--- src/rtl/hazard_ctrl.sv ---
// hazard_ctrl: 5-stage pipeline stall/flush/forwarding control with a mul/div EX sequencer.
// Define HAZARD_PERF_CNT_EN to add saturating stall_cycles/flush_events counters.
module hazard_ctrl #(
  parameter int MULDIV_LAT = 8,
  parameter int RW = 5
) (
  input  logic          CLK,
  input  logic          RST,
  input  logic [RW-1:0] id_rs,
  input  logic [RW-1:0] id_rt,
  input  logic          id_uses_rt,
  input  logic [RW-1:0] ex_rs,
  input  logic [RW-1:0] ex_rt,
  input  logic [RW-1:0] ex_rd,
  input  logic          ex_memread,
  input  logic          ex_muldiv,
  input  logic [RW-1:0] mem_rd,
  input  logic          mem_regwrite,
  input  logic [RW-1:0] wb_rd,
  input  logic          wb_regwrite,
  input  logic          branch_taken,
  output logic          pc_stall,
  output logic          ifid_stall,
  output logic          idex_stall,
  output logic          ifid_flush,
  output logic          idex_flush,
  output logic          exmem_flush,
  output logic [1:0]    fwd_a,
  output logic [1:0]    fwd_b,
  output logic          md_busy,
  output logic          md_done
`ifdef HAZARD_PERF_CNT_EN
  ,
  output logic [31:0]   stall_cycles,
  output logic [31:0]   flush_events
`endif
);
  typedef enum logic {IDLE, BUSY} state_t;
  localparam bit MULTI = MULDIV_LAT > 1;
  localparam logic [7:0] LOAD = 8'(MULDIV_LAT - 2);
  state_t state;
  logic [7:0] cnt;
  logic ok, md_start, md_stall, lu;
  function automatic logic [1:0] fwd_sel(input logic [RW-1:0] r);
    return (mem_regwrite && mem_rd != '0 && mem_rd == r) ? 2'b10 :
           (wb_regwrite && wb_rd != '0 && wb_rd == r) ? 2'b01 : 2'b00;
  endfunction
  // Branch aborts any mul/div in progress, so the sequencer only advances when ok.
  always_comb begin
    ok = !RST && !branch_taken;
    md_start = ok && MULTI && state == IDLE && ex_muldiv;
    md_stall = md_start || (ok && state == BUSY && cnt != 8'd0);
    lu = ok && !md_stall && ex_memread && ex_rd != '0 &&
         (ex_rd == id_rs || (id_uses_rt && ex_rd == id_rt));
    md_done = ok && (MULTI ? (state == BUSY && cnt == 8'd0) : ex_muldiv);
    md_busy = !RST && (state == BUSY || md_stall);
    pc_stall = md_stall || lu;
    ifid_stall = md_stall || lu;
    idex_stall = md_stall;
    ifid_flush = !ok;
    idex_flush = !ok || lu;
    exmem_flush = !ok || md_stall;
    fwd_a = RST ? 2'b00 : fwd_sel(ex_rs);
    fwd_b = RST ? 2'b00 : fwd_sel(ex_rt);
  end
  always_ff @(posedge CLK) begin
    if (!ok) begin
      state <= IDLE;
      cnt <= 8'd0;
    end else if (md_start) begin
      state <= BUSY;
      cnt <= LOAD;
    end else if (state == BUSY) begin
      state <= cnt == 8'd0 ? IDLE : BUSY;
      cnt <= cnt == 8'd0 ? cnt : cnt - 8'd1;
    end
  end
`ifdef HAZARD_PERF_CNT_EN
  always_ff @(posedge CLK) begin
    if (RST) begin
      stall_cycles <= '0;
      flush_events <= '0;
    end else begin
      if (pc_stall && !(&stall_cycles)) stall_cycles <= stall_cycles + 32'd1;
      if (branch_taken && !(&flush_events)) flush_events <= flush_events + 32'd1;
    end
  end
`endif
endmodule
--- config.mk ---
export PLATFORM = sky130hd
export DESIGN_NAME = hazard_ctrl
export DESIGN_NICKNAME = d
export VERILOG_FILES = /design/src/rtl/hazard_ctrl.sv
export SDC_FILE = /design/constraint.sdc
export NUM_CORES = 1
export LEC_CHECK = 0
export ABC_AREA = 1
export BUFFER_PORTS_ARGS = -buffer_cell sky130_fd_sc_hd__buf_2
export CAP_MARGIN = 5
export CELL_PAD_IN_SITES_DETAIL_PLACEMENT = 2
export CELL_PAD_IN_SITES_GLOBAL_PLACEMENT = 2
export CORE_UTILIZATION = 24
export CTS_BUF_LIST = sky130_fd_sc_hd__clkbuf_8
export DETAILED_ROUTE_END_ITERATION = 10
export PLACE_DENSITY = 0.87
export SLEW_MARGIN = 20
export SYNTH_ARGS = -nofsm -noshare
export SYNTH_HDL_FRONTEND = slang
export SYNTH_SLANG_ARGS = --single-unit
--- constraint.sdc ---
create_clock -name CLK -period 2.1 [get_ports CLK]
set_input_delay 0.105 -clock CLK [delete_from_list [all_inputs] [get_ports CLK]]
set_output_delay 0.105 -clock CLK [all_outputs]
set_load 0.05 [all_outputs]
Yosys cells after proc, flatten, opt, wreduce, memory -nomap -nowiden:

Cells that the tools add are included.

* flip-flop bits (word level): 9
* input bits: 43
* output and inout bits: 12
* logic and storage cells: 64

* add/subtract/negate cells: 1
* equal/unequal tests: 7
* mux-type cells: 12
* bitwise operators: 3
* reduce and logical (&&, ||, !) cells: 38

Operators with widths (count)
* $eq A5 B5 Y1: 6
* $logic_and A1 B1 Y1: 19
* $reduce_bool A5 Y1: 3
* $mux W3: 3
* $logic_not A8 Y1: 1
* $mux W2: 4
* $reduce_bool A8 Y1: 1
* $sub A8 B1 Y8 const B: 1
* $logic_or A1 B1 Y1: 6
* $mux W1: 5
* $logic_not A1 Y1: 4
* $reduce_and A2 Y1: 2
* $not A1 Y1: 3
* $ne A2 B2 Y1 const B: 1
* $reduce_bool A2 Y1: 1
* $reduce_or A2 Y1: 1

Depth between registers and ports, before layout:

Gate-level depths: netlist of the first run.

* word-level depth: 11
* gate-level depth with buffers: 11
* mapped depth without buffers: 10

Worst setup path before layout of the first run:

OpenSTA, ideal clock, no wires.

* path type: reg2out
* from: reg cnt[0]
* to: out pc_stall
* arrival: 1.963 ns
* setup slack: 0.032 ns
* stages on the path, launching flop included: 12
* buffers on the path: 1
* cells stage by stage: dfxtp_1 > inv_1 > ha_1 > inv_1 > nor2_2 > nand2_4 > nand2_4 > nand2_2 > nor2_2 > nand2_2 > nand2_1 > buf_4

* longest elaborated chain between the ends: 9

RTL lines
* start, declared: line 42 `logic [7:0] cnt;`
* start signal, assigned: line 75 `cnt <= cnt == 8'd0 ? cnt : cnt - 8'd1;`
* $reduce_bool A8 Y1 (*): line 52 `md_stall = md_start || (ok && state == BUSY && cnt != 8'd0);`
* $logic_and A1 B1 Y1 (*): line 52
* $logic_or A1 B1 Y1 (*): line 52
* $logic_not A1 Y1: line 53 `lu = ok && !md_stall && ex_memread && ex_rd != '0 &&`
* $logic_and A1 B1 Y1 (4 in a row): line 53
* $logic_or A1 B1 Y1 (*)
* end, declared: line 22 `output logic pc_stall,`

Mark *: on every way between the ends. The rest lies on a longest branch, timed or not.

Worst setup path after layout of the first run:

* from: reg cnt[0]
* to: out pc_stall

* longest elaborated chain between the ends: 9

RTL lines
* $reduce_bool A8 Y1 (*): line 52
* $logic_and A1 B1 Y1 (*): line 52
* $logic_or A1 B1 Y1 (*): line 52
* $logic_not A1 Y1: line 53
* $logic_and A1 B1 Y1 (4 in a row): line 53
* $logic_or A1 B1 Y1 (*): line 57 `pc_stall = md_stall || lu;`

Marked as above.

==> summary.txt, run 1 <==
Synth
  – Ys async rst share: 0%
  – Cells after Synth: 195
  – Number of synthesized flops with an enable pin: 0
  – Synth area leaders: nand2_1 (20%), dfxtp_1 (16%), xnor2_1 (16%)
  – Syn_nets: between 200 and 250
  – Most used DFF post-synth: dfxtp_1
  – Synth warn: 0
  – Synth Register Bits: 9
  – Dominant cell type by area after synthesis: nand2_1
  – Post-Syn Area: approximately 0.0011 mm2
  – Synth cell types: 25
  – Mean Syn Cell Area: about 5.7 um2
  – Sequential fraction of the synthesis area: approximately 16%
  – Synth top area share: 19.78%

STA
  – Relative slew slack: a little over four fifths
  – Final Max Slew Viols: 0
  – Final Setup Violations: 0
  – Max Clk Rate: just over 0.5 GHz
  – Setup TNS: 0 ns
  – Layout Skew: around 0.0057 ns
  – Least-Margin Pin Slew: approximately 0.24 ns
  – Final Worst Setup Slack: between 0.15 and 0.2 ns
  – Minimum clock period: between 1.5 and 2 ns
  – Final hold vios: 0
  – RSZ-0062 raised after global routing: false
  – Period utilisation layout: 92.08%
  – Min Hold Slack: around 0.15 ns

Critical path
  – Worst R2R Setup Slack: around 0.64 ns
  – Reg2reg path depth: 9
  – Slowest CP cell: dfxtp_1
  – Crit end category: output port
  – Critical Path AT: about 1.8 ns
  – Most used cell, CP: nand2_4
  – CP required: approximately 2.0 ns
  – Crit Path Category: flop to output port
  – Reg2Reg Launch Point: cnt[0]$_SDFFE_PP0P_
  – Startpoint Class: flop
  – Crit-path max cell delay: between 0.3 and 0.4 ns
  – CP Max Fanout: 9
  – Critical-path cell list: inv_2, ha_1, inv_1, nor2_2, nand2_4, nand2_4, inv_4, a21oi_2, nand2_1, buf_2
  – Worst r2r dst: state$_SDFF_PP0_

Drt
  – Drt drc: 0
  – Vias per cell: around 4.5
  – DRT Wirelength: slightly above 4000 um
  – Post-DRT Antenna Nets: 0
  – DRT Pass-1 Iters: 4
  – Routed length per instance: between 10 and 15 um
  – Vias: approximately 1,400
  – DR iter-0 viols: 17

Die
  – Die height: 70.31 um
  – Die Width: 70.31 um
  – Num rows: 24
  – Starting Density: between 20% and 30%
  – I/O Pins: 55
  – Die area: slightly below 0.005 mm2
  – Core area: 0.004414 mm2

GRT
  – Number of global-route vias before repair: roughly 1,500
  – Largest net degree at the start of global routing: 10
  – Gr usage total: 17.39%
  – First-pass GRT wire length: between 6000 and 7000 um
  – Initial antenna violation count: 0
  – Grt total ovfl: 0

Pwr
  – Max VDD drop: about 140 uV
  – Pleak: between 0.8 and 0.9 nW
  – Pwr dens: ~430 mW/mm2

Layout
  – Most frequent cells in the layout: nand2_1 (59), buf_2 (54), inv_1 (29), nor2_1 (23), xnor2_1 (20)
  – Area of the multi-input gates: roughly 800 um2
  – Layout Nets: just under 300
  – Area occupied by registers: 180.2 um2
  – Commonest non-fill, non-tap cell in the layout: nand2_1
  – Fill cell total of the finished layout: between 500 and 600
  – Share of post-route cells with drive strength above 1: between 20% and 30%
  – Area growth from synthesis to layout: 33.41%
  – Finished Layout Cells: approximately 300
  – ANT cells: 0
  – Final Cell Area: 0.001494 mm2

Clock tree
  – Clock root buffer: clkbuf_8
  – TritonCTS Buffers: 3
  – Clk pin slew, worst setup/hold paths: 0.05 ns
  – Clock tree buffer depth: 2
  – Clk_lat worst skew: roughly 0.24 ns
  – CTS tree: built
  – Setup Buffers After CTS: 0
  – Hold_buf cts: 0
  – PostCTS Resize Cnt: 0
  – H-tree depth: 1
  – CTS Sinks: 9

Worst hold path
  – Worst Hold End: cnt[2]$_SDFFE_PP0P_
  – Hold_sp: ex_muldiv
  – Hold/Removal Path Class: input port to flop
  – Hold path depth: 3

Placed design
  – Dpl cells: 300
  – PortBufs: between 50 and 60
  – Area after DPL: between 0.001 and 0.0015 mm2
  – Post-DP HPWL: 3467 um
  – Placer Congestion: 0.8044
  – Pre-CTS setup slack: between 0.3 and 0.4 ns

Outcome
  – Status: finished clean

Run
  – # Max-Cap Violations: 0
==> power breakdown <==
part | switching [mW] | total, mW | leakage [nW] | internal, mW
logic | 0.150 | 0.248 | 0.736 | 0.0982
registers | 0.00531 | 0.180 | 0.0729 | 0.175
clock network | 0.0841 | 0.215 | 0.0255 | 0.131
total | 0.239 | 0.643 | 0.834 | 0.404
==> routing by layer <==
| layer | part of all wire (%) | global-route usage [%] | up-vias |
|---|---|---|---|
| li1 | - | - | 706 |
| met1 | 46 | 21.89 | 633 |
| met2 | 51 | 31.53 | 24 |
| met3 | 2.5 | 2.020 | 4 |
| met4 | 0.72 | 3.333 | 0 |
| met5 | 0 | 0 | - |
==> cells by family (layout without fill, tap and decap cells) <==
group           Yosys count  in the layout  share of synthesized area, %
xor+xnor                 22             22                         17.21
fa+ha+maj                 2              2                         2.234
compound gates           16             16                         7.709
buf+inv                  35             92                         12.29
flops                     9              9                         16.09
simple gates            111            111                         44.47
==> sequential cells by signal (all words and copies together) (netlist names) <==
name	flops
cnt	8
state	1
==> cells in the mapped netlist, drive strengths merged (2+ instances only) <==
cell and number:
nand2 64, inv 34, nor2 27, xnor2 20, nand3 14, a21oi 10, dfxtp 9, o21ai 5
ha 2, nand4 2, nor3 2, xor2 2
==> layout make-up <==
type,count,area share (%)
clock inverter,1,0.3350
timing repair buffer,54,18.09
sequential,9,12.06
tap,52,4.355
inverter,34,8.710
multi-input combinational,151,53.69
clock buffer,3,2.764
==> worst max-delay path by stage <==
stage,from,to,slack [ns]
6_report,cnt[0]$_SDFFE_PP0P_,pc_stall,0.17
3_3_place_gp,cnt[0]$_SDFFE_PP0P_,pc_stall,0.45
2_1_floorplan,cnt[0]$_SDFFE_PP0P_,pc_stall,0.03
3_5_place_dp,cnt[0]$_SDFFE_PP0P_,pc_stall,0.36
5_1_grt,cnt[0]$_SDFFE_PP0P_,ifid_stall,0.009
4_1_cts,cnt[0]$_SDFFE_PP0P_,pc_stall,0.07
==> critical path: cells and delay by family, from the launching register on <==
kind	cells	cell delay, ns
buffers and inverters	4	0.45
flip-flops	1	0.33
AND/OR/NAND/NOR	4	0.45
AO/OA/AOI/OAI	1	0.20
adder cells (fa/ha/maj)	1	0.16
==> per-stage QoR <==
| step | power (mW) | utilization [%] |
|---|---|---|
| 2_1_floorplan | 0.3369 | - |
| 3_3_place_gp | 0.4257 | 32.79 |
| 3_5_place_dp | 0.4329 | 32.79 |
| 4_1_cts | 0.6473 | 33.84 |
| 5_1_grt | 0.6828 | 33.84 |
| 6_report | 0.6427 | 33.84 |
Note: power is estimated with default switching activity, not from simulation.
==> run 2, diff against run 1 <==
--- a/config.mk
+++ b/config.mk
@@ -10,10 +10,10 @@
 export CAP_MARGIN = 5
 export CELL_PAD_IN_SITES_DETAIL_PLACEMENT = 2
 export CELL_PAD_IN_SITES_GLOBAL_PLACEMENT = 2
-export CORE_UTILIZATION = 24
-export CTS_BUF_LIST = sky130_fd_sc_hd__clkbuf_8
+export CORE_UTILIZATION = 23
 export DETAILED_ROUTE_END_ITERATION = 10
-export PLACE_DENSITY = 0.87
+export GPL_TIMING_DRIVEN = 0
+export PLACE_DENSITY = 0.84
 export SLEW_MARGIN = 20
 export SYNTH_ARGS = -nofsm -noshare
 export SYNTH_HDL_FRONTEND = slang
==> summary.txt, run 2 (same netlist as run 1, synthesis figures left out) <==
Die
  – I/O Pins: 55 (unchanged)
  – Num rows: 25 (was 24)
  – Starting Density: 23.87% (was 25.37%)
  – Die height: 71.78 um (was 70.31 um)
  – Die area: 0.005152 mm2 (was 0.004943 mm2)
  – Die Width: 71.78 um (was 70.31 um)
  – Core area: 0.004692 mm2 (was 0.004414 mm2)

STA
  – Min Hold Slack: 0.1426 ns (was 0.1516 ns)
  – Period utilisation layout: 93.95% (was 92.08%)
  – Setup TNS: 0 ns (unchanged)
  – Final hold vios: 0 (unchanged)
  – Layout Skew: 0.005277 ns (was 0.005724 ns)
  – Final Max Slew Viols: 0 (unchanged)
  – Max Clk Rate: 0.5068 GHz (was 0.5172 GHz)
  – RSZ-0062 raised after global routing: false (unchanged)
  – Least-Margin Pin Slew: 0.3001 ns (was 0.2435 ns)
  – Relative slew slack: 79.96% (was 83.59%)
  – Final Setup Violations: 0 (unchanged)
  – Minimum clock period: 1.973 ns (was 1.934 ns)

Drt
  – Vias: 1,373 (was 1,367)
  – DRT Wirelength: 4043 um (was 4042 um)
  – DR iter-0 viols: 30 (was 17)
  – DRT Pass-1 Iters: 6 (was 4)
  – Routed length per instance: 13.17 um (was 13.30 um)
  – Drt drc: 0 (unchanged)
  – Post-DRT Antenna Nets: 0 (unchanged)
  – Vias per cell: 4.472 (was 4.497)

Critical path
  – Crit Path Category: flop to output port (unchanged)
  – Crit end category: output port (unchanged)
  – CP Max Fanout: 9 (unchanged)
  – Critical-path cell list: inv_2, ha_1, inv_1, nor2_2, nand2_4, nand2_8, inv_4, a21oi_4, nand2_1, buf_4, clkbuf_4 (was inv_2, ha_1, inv_1, nor2_2, nand2_4, nand2_4, inv_4, a21oi_2, nand2_1, buf_2)
  – CP required: 2.00 ns (about the same)
  – Top delay family on crit path: buffers and inverters (unchanged)
  – Crit-path max cell delay: 0.31 ns (was 0.33 ns)
  – Startpoint Class: flop (unchanged)
  – Critical Path AT: 1.87 ns (was 1.83 ns)
  – Slowest CP cell: dfxtp_1 (unchanged)
  – Worst Path Buf+Inv: 5 (was 4)

Pwr
  – Clock power share: 33.4% (about the same)
  – Sw Pwr: 0.2418 mW (was 0.2391 mW)
  – Pwr dens: 428.1 mW/mm2 (was 430.2 mW/mm2)
  – Switching Fraction: 37.13% (was 37.20%)
  – Max VDD drop: 143.5 uV (was 141.7 uV)
  – P_int: 0.4094 mW (was 0.4037 mW)
  – Register share of total power: 27.7% (was 28.0%)
  – Pleak: 0.8274 nW (was 0.8343 nW)
  – Combinational share of power: 38.9% (was 38.6%)

GRT
  – Grt total ovfl: 0 (unchanged)
  – Number of global-route vias before repair: 1,475 (was 1,523)
  – Initial antenna violation count: 0 (unchanged)
  – Largest net degree at the start of global routing: 10 (unchanged)
  – Gr usage total: 16.36% (was 17.39%)
  – First-pass GRT wire length: 6548 um (was 6913 um)

Run
  – # Max-Cap Violations: 0 (unchanged)

Outcome
  – Status: finished clean (unchanged)

Layout
  – Area growth from synthesis to layout: 35.87% (was 33.41%)
  – Layout Nets: 299 (was 298)
  – ANT cells: 0 (unchanged)
  – Share of post-route cells with drive strength above 1: 29.64% (was 29.76%)
  – Largest register by flop count: cnt (unchanged)
  – Most frequent cells in the layout: nand2_1 (59), buf_2 (53), inv_1 (29), nor2_1 (23), xnor2_1 (20) (was nand2_1 (59), buf_2 (54), inv_1 (29), nor2_1 (23), xnor2_1 (20))
  – Fill cell total of the finished layout: 615 (was 566)
  – Max reg flops: 8 (unchanged)
  – Commonest non-fill, non-tap cell in the layout: nand2_1 (unchanged)
  – Top flop regs: cnt x8, state x1 (unchanged)

Clock tree
  – H-tree depth: 1 (unchanged)
  – Clk_lat worst skew: 0.24 ns (about the same)
  – Clock tree buffer depth: 2 (unchanged)
  – CTS tree: built (unchanged)
  – CTS Sinks: 9 (unchanged)
  – Setup Buffers After CTS: 0 (unchanged)
  – Clk pin slew, worst setup/hold paths: 0.05 ns (about the same)
  – Clock root buffer: clkbuf_8 (unchanged)
  – TritonCTS Buffers: 3 (unchanged)

Worst hold path
  – Hold/Removal Path Class: input port to flop (unchanged)

Placed design
  – Post-DP HPWL: 3476 um (was 3467 um)
  – PortBufs: 54 (unchanged)
  – Placer Congestion: 0.8505 (was 0.8044)
## run 2: layout make-up
type                    instances  area, um2  share of cell area (%)
multi-input cells             151      818.3                   53.78
repair buffers                 54      272.8                   17.93
flip-flops and latches          9      180.2                   11.84
inverters                      34      130.1                   8.553
well taps                      54      67.56                   4.441
clock buffers                   4      45.04                   2.961
plain buffers                   1      7.507                  0.4934
## run 2: timing repair
item,CTS,global route
gates resized for setup,1,3
hold buffers,0,0
setup endpoints to repair,1,1
gates cloned,0,0
endpoints found under the hold margin,0,0
## run 2: final timing paths
path / slack, ns / cells after the start / to / startpoint
setup / recovery: 0.13 / 11 / pc_stall / cnt[0]$_SDFFE_PP0P_
hold / removal: 0.14 / 3 / cnt[2]$_SDFFE_PP0P_ / ex_muldiv
setup reg to reg: 0.75 / 9 / state$_SDFF_PP0_ / cnt[0]$_SDFFE_PP0P_
hold reg to reg: 0.48 / 2 / cnt[7]$_SDFFE_PP0P_ / cnt[7]$_SDFFE_PP0P_
## run 2: through the flow
step	utilization, %	power (mW)	cell area (um2)	worst slack [ns]	cells
2_1_floorplan	-	0.3369	1120	0.03230	195
3_3_place_gp	31.07	0.4262	1458	0.3004	303
3_5_place_dp	31.07	0.4366	1458	0.2369	303
4_1_cts	32.03	0.6552	1503	0.01096	307
5_1_grt	32.43	0.6954	1521	0.001534	307
6_report	32.43	0.6513	1521	0.1270	307
## run 2: layer usage
layer,vias to the layer above,track usage (%),wire length (um)
met4,0,5.229,50
li1,709,-,-
met2,25,30.92,2134
met1,634,18.87,1734
met3,5,2.110,124
met5,-,0,0
## run 2: power groups by stage
stage / sequential (mW) / clock [mW] / combinational [mW]
2_1_floorplan: 0.182 / 0 / 0.155
3_5_place_dp: 0.183 / 0 / 0.253
5_1_grt: 0.181 / 0.234 / 0.281
4_1_cts: 0.180 / 0.221 / 0.255
3_3_place_gp: 0.183 / 0 / 0.243
6_report: 0.180 / 0.217 / 0.254
## run 2: tightest hold or removal path, stage by stage
cell and delay, ns:
buf_2 0.10, nand3_4 0.09, nand2_1 0.07
